<file path="src/rtl/mmu_pkg.sv">
// Shared MMU types: TLB entry layout, region attribute layout and the
// state encoding of the TLB initialisation walker.
package mmu_pkg;

    localparam int unsigned PPN_W  = 28;
    localparam int unsigned VPN_W  = 20;
    localparam int unsigned ATTR_W = 9;

    typedef struct packed {
        logic             v;
        logic             lock;
        logic [2:0]       lvl;
        logic [2:0]       rwx;
        logic [VPN_W-1:0] vpn;
        logic [PPN_W-1:0] ppn;
    } tlb_entry_t;

    localparam int unsigned ENTRY_W = $bits(tlb_entry_t);

    typedef struct packed {
        logic       lock;
        logic [2:0] lvl;
        logic [2:0] rwx;
        logic [1:0] way;
    } tlb_region_attr_t;

    typedef enum logic [2:0] {
        ST_IDLE,
        ST_ARM,
        ST_WRITE,
        ST_NEXT,
        ST_DONE
    } tlb_init_state_e;

endpackage

</file>
<file path="src/rtl/tlb_init_machine_region_match.sv">
// Finds the lowest-numbered region covering (way, set) and the page offset
// of that set inside the region.
module tlb_region_match
    import mmu_pkg::*;
#(
    parameter int unsigned WID  = 9,
    parameter int unsigned WWID = 2,
    parameter int unsigned NREG = 4
) (
    input  logic [WID-1:0]         set,
    input  logic [WWID-1:0]        way,
    input  logic [NREG*16-1:0]     region_start,
    input  logic [NREG*16-1:0]     region_count,
    input  logic [NREG*ATTR_W-1:0] region_attr,
    output logic                   hit,
    output logic [2:0]             idx,
    output logic [15:0]            k,
    output logic [6:0]             perm
);

    tlb_region_attr_t attr;
    logic [16:0]      lo;
    logic [16:0]      hi;

    // Walk from the highest region down so the lowest hit overwrites last.
    always_comb begin
        hit  = 1'b0;
        idx  = '0;
        k    = '0;
        perm = '0;
        attr = '0;
        lo   = '0;
        hi   = '0;
        for (int r = int'(NREG) - 1; r >= 0; r--) begin
            attr = tlb_region_attr_t'(region_attr[r*ATTR_W +: ATTR_W]);
            lo   = {1'b0, region_start[r*16 +: 16]};
            hi   = lo + {1'b0, region_count[r*16 +: 16]};
            if ((region_count[r*16 +: 16] != 16'd0) && (attr.way == 2'(way)) &&
                (17'(set) >= lo) && (17'(set) < hi)) begin
                hit  = 1'b1;
                idx  = 3'(r);
                k    = 16'(17'(set) - lo);
                perm = {attr.lock, attr.lvl, attr.rwx};
            end
        end
    end

endmodule

</file>
<file path="src/rtl/tlb_init_machine.sv">
// Walks every (way, set) of a set-associative TLB after reset or on request,
// writing region-mapped entries or invalid entries over a req/ack port.
module tlb_init_machine
    import mmu_pkg::*;
#(
    parameter int unsigned TLB_ENTRIES  = 512,
    parameter int unsigned TLB_WAYS     = 4,
    parameter int unsigned LOG_PAGESIZE = 13,
    parameter int unsigned NREG         = 4,
    parameter logic [NREG*16-1:0]     REG_START = (NREG*16)'(16'd4),
    parameter logic [NREG*16-1:0]     REG_COUNT = (NREG*16)'(16'd3),
    parameter logic [NREG*64-1:0]     REG_VA    = (NREG*64)'(64'hFF80_0000),
    parameter logic [NREG*64-1:0]     REG_PA    = (NREG*64)'(64'hFF80_0000),
    parameter logic [NREG*ATTR_W-1:0] REG_ATTR  = (NREG*ATTR_W)'(9'h01C),
    parameter bit                     AUTO_START = 1'b1,
    localparam int unsigned WID  = $clog2(TLB_ENTRIES),
    localparam int unsigned WWID = (TLB_WAYS > 1) ? $clog2(TLB_WAYS) : 1
) (
    input  logic               clk,
    input  logic               rst_n,
    input  logic               start,
    output logic               wr_req,
    input  logic               wr_ack,
    output logic [WWID-1:0]    wr_way,
    output logic [WID-1:0]     entry_no,
    output logic [ENTRY_W-1:0] entry,
    output logic               busy,
    output logic               done
);

    localparam logic [WID-1:0]  SET_LAST = WID'(TLB_ENTRIES - 1);
    localparam logic [WWID-1:0] WAY_LAST = WWID'(TLB_WAYS - 1);

    tlb_init_state_e state_q, state_d;
    logic [WID-1:0]  set_q, set_d;
    logic [WWID-1:0] way_q, way_d;
    logic            load;
    logic            wr_req_d, busy_d, done_d;
    tlb_entry_t      entry_q, entry_calc;

    logic            hit;
    logic [2:0]      idx;
    logic [15:0]     k;
    logic [6:0]      perm;
    logic [63:0]     va_sel, pa_sel;

    assign entry    = entry_q;
    assign entry_no = set_q;
    assign wr_way   = way_q;

    // The match looks at the next counter values so the entry is ready with wr_req.
    tlb_region_match #(
        .WID  (WID),
        .WWID (WWID),
        .NREG (NREG)
    ) u_match (
        .set          (set_d),
        .way          (way_d),
        .region_start (REG_START),
        .region_count (REG_COUNT),
        .region_attr  (REG_ATTR),
        .hit          (hit),
        .idx          (idx),
        .k            (k),
        .perm         (perm)
    );

    always_comb begin
        va_sel = '0;
        pa_sel = '0;
        for (int r = 0; r < int'(NREG); r++) begin
            if (idx == 3'(r)) begin
                va_sel = REG_VA[r*64 +: 64];
                pa_sel = REG_PA[r*64 +: 64];
            end
        end
        entry_calc = '0;
        if (hit) begin
            entry_calc.v    = 1'b1;
            entry_calc.lock = perm[6];
            entry_calc.lvl  = perm[5:3];
            entry_calc.rwx  = perm[2:0];
            entry_calc.ppn  = PPN_W'((pa_sel >> LOG_PAGESIZE) + 64'(k));
            entry_calc.vpn  = VPN_W'(((va_sel >> LOG_PAGESIZE) + 64'(k)) >> WID);
        end
    end

    always_comb begin
        state_d = state_q;
        set_d   = set_q;
        way_d   = way_q;
        load    = 1'b0;
        case (state_q)
            ST_IDLE: begin
                if (AUTO_START || start) state_d = ST_ARM;
            end
            ST_ARM: begin
                set_d   = '0;
                way_d   = '0;
                load    = 1'b1;
                state_d = ST_WRITE;
            end
            ST_WRITE: begin
                if (wr_ack) state_d = ST_NEXT;
            end
            ST_NEXT: begin
                if (set_q == SET_LAST) begin
                    set_d = '0;
                    way_d = (way_q == WAY_LAST) ? '0 : way_q + 1'b1;
                end else begin
                    set_d = set_q + 1'b1;
                end
                if ((set_q == SET_LAST) && (way_q == WAY_LAST)) begin
                    state_d = ST_DONE;
                end else begin
                    state_d = ST_WRITE;
                    load    = 1'b1;
                end
            end
            ST_DONE: begin
                if (start) state_d = ST_ARM;
            end
            default: state_d = ST_IDLE;
        endcase
        wr_req_d = (state_d == ST_WRITE);
        busy_d   = (state_d == ST_ARM) || (state_d == ST_WRITE) || (state_d == ST_NEXT);
        done_d   = (state_d == ST_DONE);
    end

    always_ff @(posedge clk or negedge rst_n) begin
        if (!rst_n) begin
            state_q <= ST_IDLE;
            set_q   <= '0;
            way_q   <= '0;
            entry_q <= '0;
            wr_req  <= 1'b0;
            busy    <= 1'b0;
            done    <= 1'b0;
        end else begin
            state_q <= state_d;
            set_q   <= set_d;
            way_q   <= way_d;
            wr_req  <= wr_req_d;
            busy    <= busy_d;
            done    <= done_d;
            if (load) entry_q <= entry_calc;
        end
    end

endmodule

</file>
<file path="config.mk">
export PLATFORM = sky130hd
export DESIGN_NAME = tlb_init_machine
export DESIGN_NICKNAME = d
export VERILOG_FILES = /design/src/rtl/mmu_pkg.sv /design/src/rtl/tlb_init_machine_region_match.sv /design/src/rtl/tlb_init_machine.sv
export SDC_FILE = /design/constraint.sdc
export NUM_CORES = 1
export LEC_CHECK = 0
export BUFFER_PORTS_ARGS = -buffer_cell sky130_fd_sc_hd__buf_2
export CAP_MARGIN = 20
export CORE_MARGIN = 10
export CORE_UTILIZATION = 45
export CTS_CLUSTER_SIZE = 25
export DETAILED_ROUTE_END_ITERATION = 10
export PLACE_DENSITY_LB_ADDON = 0.3
export SETUP_SLACK_MARGIN = 0.02
export SYNTH_ARGS = -nofsm -noshare
export SYNTH_HDL_FRONTEND = slang
export SYNTH_SLANG_ARGS = --single-unit
export TNS_END_PERCENT = 100
</file>
<file path="constraint.sdc">
create_clock -name clk -period 4.06 [get_ports clk]
set_input_delay 0.406 -clock clk [delete_from_list [all_inputs] [get_ports clk]]
set_output_delay 0.406 -clock clk [all_outputs]
set_load 0.01 [all_outputs]
</file>
[Word level (Yosys, flattened, before mapping)]
Index checks and enable logic that the tools add are counted.
Word-level totals
  register bits after elaboration: 73
  output and inout bits: 70
  word-level logic and storage cells: 50
Cells by class
  add/subtract/negate cells: 4
  $lt $le $gt $ge: 2
  equality and inequality tests: 10
  multiplexer cells: 15
  reductions and logical operators: 7
Operators by type and width (count)
  $mux 56: 1
  $add 19x16->20 const A: 1
  $pmux 9 s2: 1
  $mux 16: 1
  $pmux 3 s5: 1
  $eq 3x2->1 const B: 4
  $mux 3: 4
  $sub 9x3->10 const B: 1
  $add 9x1->9 const B: 1
  $eq 9x9->1 const B: 1
  $ge 9x3->1 const B: 1
  $lt 9x3->1 const B: 1
  $mux 9: 1
  $eq 3x1->1 const B: 2
  $eq 3x3->1 const B: 2
  $mux 2: 2
  $pmux 2 s2: 1
  $logic_and 1x1->1: 3
  $logic_not 3->1: 1
  $add 2x1->2 const B: 1
  $eq 2x2->1 const B: 1
  $logic_not 2->1: 1
  $logic_or 1x1->1: 2
  $mux 1: 2
  $pmux 1 s2: 1

[Longest topological paths before layout]
  depth after elaboration: 10
  mapped depth: 17
  gate-level depth less buffers: 14

[Hierarchy]
From an unflattened synthesis, not the netlist that was laid out.
Second synthesis, totals
  cells, all modules: 1163
  area total of the unflattened synthesis: 8888.5 sq um
Modules (own cells, without submodules)
  tlb_region_match: times used 1, cells an instance 895, area each 6383.6 sq um, seq. area each 0.0 sq um
  tlb_init_machine: times used 1, cells an instance 268, area each 2504.9 sq um, seq. area each 1126.1 sq um

[Worst setup path before layout]
No wires, ideal clock.
  kind: reg2reg
  start: reg set_q[1], in the netlist entry_no[1]
  end: reg entry_q (netlist bit entry[6])
  setup time: 0.077 ns
  data arrival time: 3.064 ns
  data required time: 3.983 ns
  setup slack: 0.919 ns
  stages on the path, launching flop included: 17
  path buffers: 3
  cell sequence: dfrtp_1 -> ha_1 -> buf_2 -> and3_1 -> and3_1 -> and3_1 -> ha_1 -> nand4bb_1 -> buf_4 -> nor3b_1 -> a21o_2 -> ha_1 -> o21ai_0 -> o21ai_0 -> nand4_1 -> buf_6 -> o21ai_1
On the way
  longest elaborated chain between the ends: 9
  elaborated cells on any way between the ends: 19
  classes of those cells: add/sub (3); order compare (2); eq/ne (1); mux (9); reduce/logical (4)
Ends and longest elaborated chain
  start, declared: line tlb_init_machine.sv:35  | logic [WID-1:0] set_q, set_d;
  start signal, assigned: line tlb_init_machine.sv:141  | set_q <= set_d;
  $add 9x1->9 / $eq 9x9->1 (equally long branches): line tlb_init_machine.sv:111, tlb_init_machine.sv:107
  $mux 9 (*): line tlb_init_machine.sv:107  | if (set_q == SET_LAST) begin
  $pmux 9 s2 (*): line tlb_init_machine.sv:93  | case (state_q)
  net set_d[2]: line tlb_init_machine.sv:35
  $ge 9x3->1: line tlb_init_machine_region_match.sv:39  | (17'(set) >= lo) && (17'(set) < hi)) begin
  $logic_and 1x1->1: line tlb_init_machine_region_match.sv:38  | if ((region_count[r*16 +: 16] != 16'd0) && (attr.way == 2'(way)) &&
  $logic_and 1x1->1: line tlb_init_machine_region_match.sv:39
  $mux 16: line tlb_init_machine_region_match.sv:38
  $add 19x16->20: line tlb_init_machine.sv:83  | entry_calc.ppn = PPN_W'((pa_sel >> LOG_PAGESIZE) + 64'(k));
  $mux 56 (*): line tlb_init_machine.sv:78  | if (hit) begin
  end signal, assigned: line tlb_init_machine.sv:146  | if (load) entry_q <= entry_calc;
  end, declared: line tlb_init_machine.sv:39  | tlb_entry_t entry_q, entry_calc;
Mark *: on every way through the listed nets, which the timed path passes. The rest lies on a longest branch.
A chain may end at the register's enable or synchronous reset.

[Final worst setup path]
  start: reg set_q[0], in the netlist entry_no[0]
  end: reg entry_q (netlist bit entry[8])
Same word-level chain as after synthesis.

==> results.txt <==
- Result of the run: completed
- Maximum clock path buffer count: 2
- Mux contribution to synthesized area: 1.05%
* Post-synthesis async set-or-reset flop share: 100%
- Maximum cell stage delay along the critical path: ~0.48 ns
- The cell area that synthesis handed to floorplanning was 0.00191 mm².
* H-tree levels: 2
- After clock tree synthesis, the repair step resized 0 gates.
* Placed wire-length estimate: 3130 µm
* Post-route worst hold slack: 0.141 ns
- Critical path peak fanout: 10
* Clock Sink Count: 29
* Final worst clock skew: between 0.004 and 0.005 ns
- Number of endpoints with negative hold slack in the final report: 0
- Fmax achieved: 0.287 GHz
* Count of vias placed by the detailed router: ~1400
- Antenna Nets Post-Route: 0
* Number of search-and-repair iterations in the first detailed-routing pass: 4
* Portion of the post-synthesis area used by sequential elements: between 30 and 40%
* Fraction of the mapped netlist area in compound gates: between 10% and 20%
- The number of cells on the worst reg-to-reg path is 14.
* Max-slew headroom at the worst pin: 57.6%
- The number of pins with negative max-slew slack in the final report is 0.
* Prevailing post-synth register cell: sky130_fd_sc_hd__dfrtp_1
- The worst setup path is captured at a flip-flop.
- After detailed routing, the number of remaining DRC violations is 0.
* Number of core rows: 23
- Summing the areas of all fa, ha and maj instances in the mapped netlist gives between 3 and 4% of the synthesized area.
- Clock-pin slew was measured on the worst setup and hold paths at ~0.06 ns.
- At the worst endpoint, the arrival time is ~3.7 ns.
* Number of synthesized flops with an enable pin: 0
* Core region area: 0.00406 mm²
- The worst-case IR drop observed on VDD is 0.000316 V.
* Remaining global-route overflow: 0
* Cell type with the highest aggregate area in the netlist: sky130_fd_sc_hd__dfrtp_1
- The most common cell in the synthesized netlist is sky130_fd_sc_hd__buf_4.
- # hold bufs at CTS: 0
- Setup repair after global routing missed its margin: false
* Post-route cell area: 0.00200 mm²
- Dividing the final minimum period by the clock period gives 86.0%.
* Simple-gate share of the synthesized area: 15.0%
- Entering global routing, the biggest net connects 30 pins.
* Count of buffers from port buffering: 52
- From left edge to right edge, the die measures 85.2 µm.
- Sorting the synthesized cells by area gives the leading types as sky130_fd_sc_hd__dfrtp_1 38%, sky130_fd_sc_hd__buf_4 18%, sky130_fd_sc_hd__nand2_1 4.5%.
* P&R area growth vs syn: 4.52%
- The floorplan step defined a die boundary enclosing 0.00725 mm².
* # setup viols final: 0
* Cell type of the slowest stage on the worst timing path: sky130_fd_sc_hd__dfrtp_1
* Critical path type: flip-flop to flip-flop
- Once placement finished, the instance area stood at ~0.0019 mm².
- Proportion of netlist area held by the largest area contributor: 38.0%
* TritonCTS clock tree: done
- After synthesis, the mean cell area works out to 9.23 µm².
- XOR/XNOR Fraction of Synth Area: 1.83%
* Yosys reg bits: 29
- Buffers inserted during clock tree synthesis total 5.
* Number of synthesis warnings: 0
* Layout filler cell count: 416
* Cell chosen for the clock root: sky130_fd_sc_hd__clkbuf_8
- Cell-by-cell trace of the critical path: ha_1 > and3_1 > and3_1 > and3_1 > ha_1 > nand2b_1 > o21ai_0 > a21o_2 > inv_1 > ha_1 > o31ai_1 > a21oi_1 > xnor2_1 > o21ai_1
- Max capacitance violation total: 0
* Type of the most critical hold path: input port to asynchronous set/reset pin
- Crit path time final: 3.49 ns
- Number of global-route vias before repair: 1423
- I/O pin count: 74
- After the first detailed-routing iteration, the DRC count stood at roughly 120.
- The die is 85.2 µm tall.
* P per Cell Area: 660 mW/mm²
* Number of nets in the final layout: 241
- Dividing the detail-routed wire length by the instance count gives 14.6 µm.
* Vias per std cell: 4.92
- Yosys mapped the design onto 41 distinct sky130hd cell types.
- Fraction of layout instances using a drive strength above 1: 32.6%
* Critical path required time: 4.23 ns
- Slew at the pin with the worst max-slew slack: 0.636 ns
- Antenna violations before repair: 0
- The first global-routing pass estimated 6910 µm of wire.
- Summed over all failing endpoints, the final setup total negative slack is 0 ns.
* Total inserted antenna cells: 0
* Main combinational cell family by area after synthesis: buffers and inverters
- Weighted congestion reported at the end of routability-driven placement: 0.795
- Total wirelength of the detailed-routed design: 4120 µm
- Tot GR Track Use: 11.6%
- Source-to-sink clock delay at the later pin of the worst-skew pair: 0.29 ns
- The worst setup path is launched from a flip-flop.
* Starting Density: around 47%
- The commonest cells after synthesis are 47 x sky130_fd_sc_hd__buf_4, 29 x sky130_fd_sc_hd__dfrtp_1, 23 x sky130_fd_sc_hd__nand2_1, 14 x sky130_fd_sc_hd__o21ai_0, 9 x sky130_fd_sc_hd__inv_1.
- Buffers added to address setup during post-CTS repair amount to 0.
- Synthesis produced a netlist whose cell count is slightly above 200.
- The analysis attributes to cell leakage a power of 1.08 nW.
[registers in the layout (all words and copies together) (netlist names)]
register	flops
entry_no	9
state_q	3
entry	12
done	1
wr_way	2
busy	1
wr_req	1
[final cells by class]
| type | instances | area, µm² | share of cell area (%) |
|---|---|---|---|
| clock inverters | 2 | 10.0 | 0.501 |
| multi-input cells | 133 | 817 | 40.9 |
| well taps | 50 | 62.6 | 3.13 |
| inverters | 9 | 33.8 | 1.69 |
| clock buffers | 6 | 72.6 | 3.63 |
| flip-flops and latches | 29 | 726 | 36.3 |
| repair buffers | 54 | 275 | 13.8 |
[per-layer routing]
metal / up-vias / GRT usage [%] / part of all wire, %
li1: 689 / - / -
met1: 634 / 13.0 / 42
met2: 62 / 17.6 / 46
met3: 7 / 5.54 / 10
met4: 0 / 6.89 / 2.6
met5: - / 0 / 0
[worst paths after layout]
check	startpoint	to	slack, ns
min in group clk	wr_ack	wr_req	0.45
setup / recovery	entry_no[0]	entry[8]	0.57
max in group asynchronous	rst_n	entry[4]	3.51
hold / removal	rst_n	entry[1]	0.14
setup reg to reg	entry_no[0]	entry[8]	0.57
hold reg to reg	entry[2]	entry[2]	0.47
[critical path, delay by kind of cell (launching register included)]
kind                     cells  cell delay [ns]
flip-flops                   1             0.48
buffers and inverters        1             0.07
adder cells (fa/ha/maj)      3             0.80
AND/OR/NAND/NOR              4             0.93
AO/OA/AOI/OAI                5             0.78
XOR/XNOR                     1             0.33
[logic make-up (layout without fill, tap and decap cells)]
group | count (synthesis) | in the layout
xor+xnor | 4 | 4
flops | 29 | 29
other cells | 1 | 21
simple gates | 54 | 54
compound gates | 47 | 47
buf+inv | 65 | 71
fa+ha+maj | 5 | 5
mux | 2 | 2
[placed cells by master (no fill, tap or decap), types with 5 or more instances in the layout]
master | synthesis | final
sky130_fd_sc_hd__inv_1 | 9 | 9
sky130_fd_sc_hd__buf_2 | 5 | 52
sky130_fd_sc_hd__o21ai_2 | 7 | 7
sky130_fd_sc_hd__dfrtp_1 | 29 | 29
sky130_fd_sc_hd__ha_1 | 5 | 5
sky130_fd_sc_hd__clkbuf_8 | 0 | 5
sky130_fd_sc_hd__nand2_1 | 23 | 23
sky130_fd_sc_hd__nor2_1 | 6 | 6
sky130_fd_sc_hd__o21ai_0 | 14 | 14
sky130_fd_sc_hd__conb_1 | 1 | 21
[report_power, final]
group	internal, mW	switching, mW
logic	0.239	0.382
clock network	0.118	0.109
registers	0.374	0.0962
total	0.732	0.587
[per-stage QoR]
stage	cells	power, mW	setup slack [ns]	util, %
after floorplan	227	1.02	0.919	-
after global placement	275	1.11	0.686	47.2
after detailed placement	275	1.11	0.624	47.2
after CTS	283	1.34	0.600	49.2
after global routing	283	1.44	0.200	49.2
final	283	1.32	0.570	49.2
No activity file was read; power rests on OpenSTA's default activity.
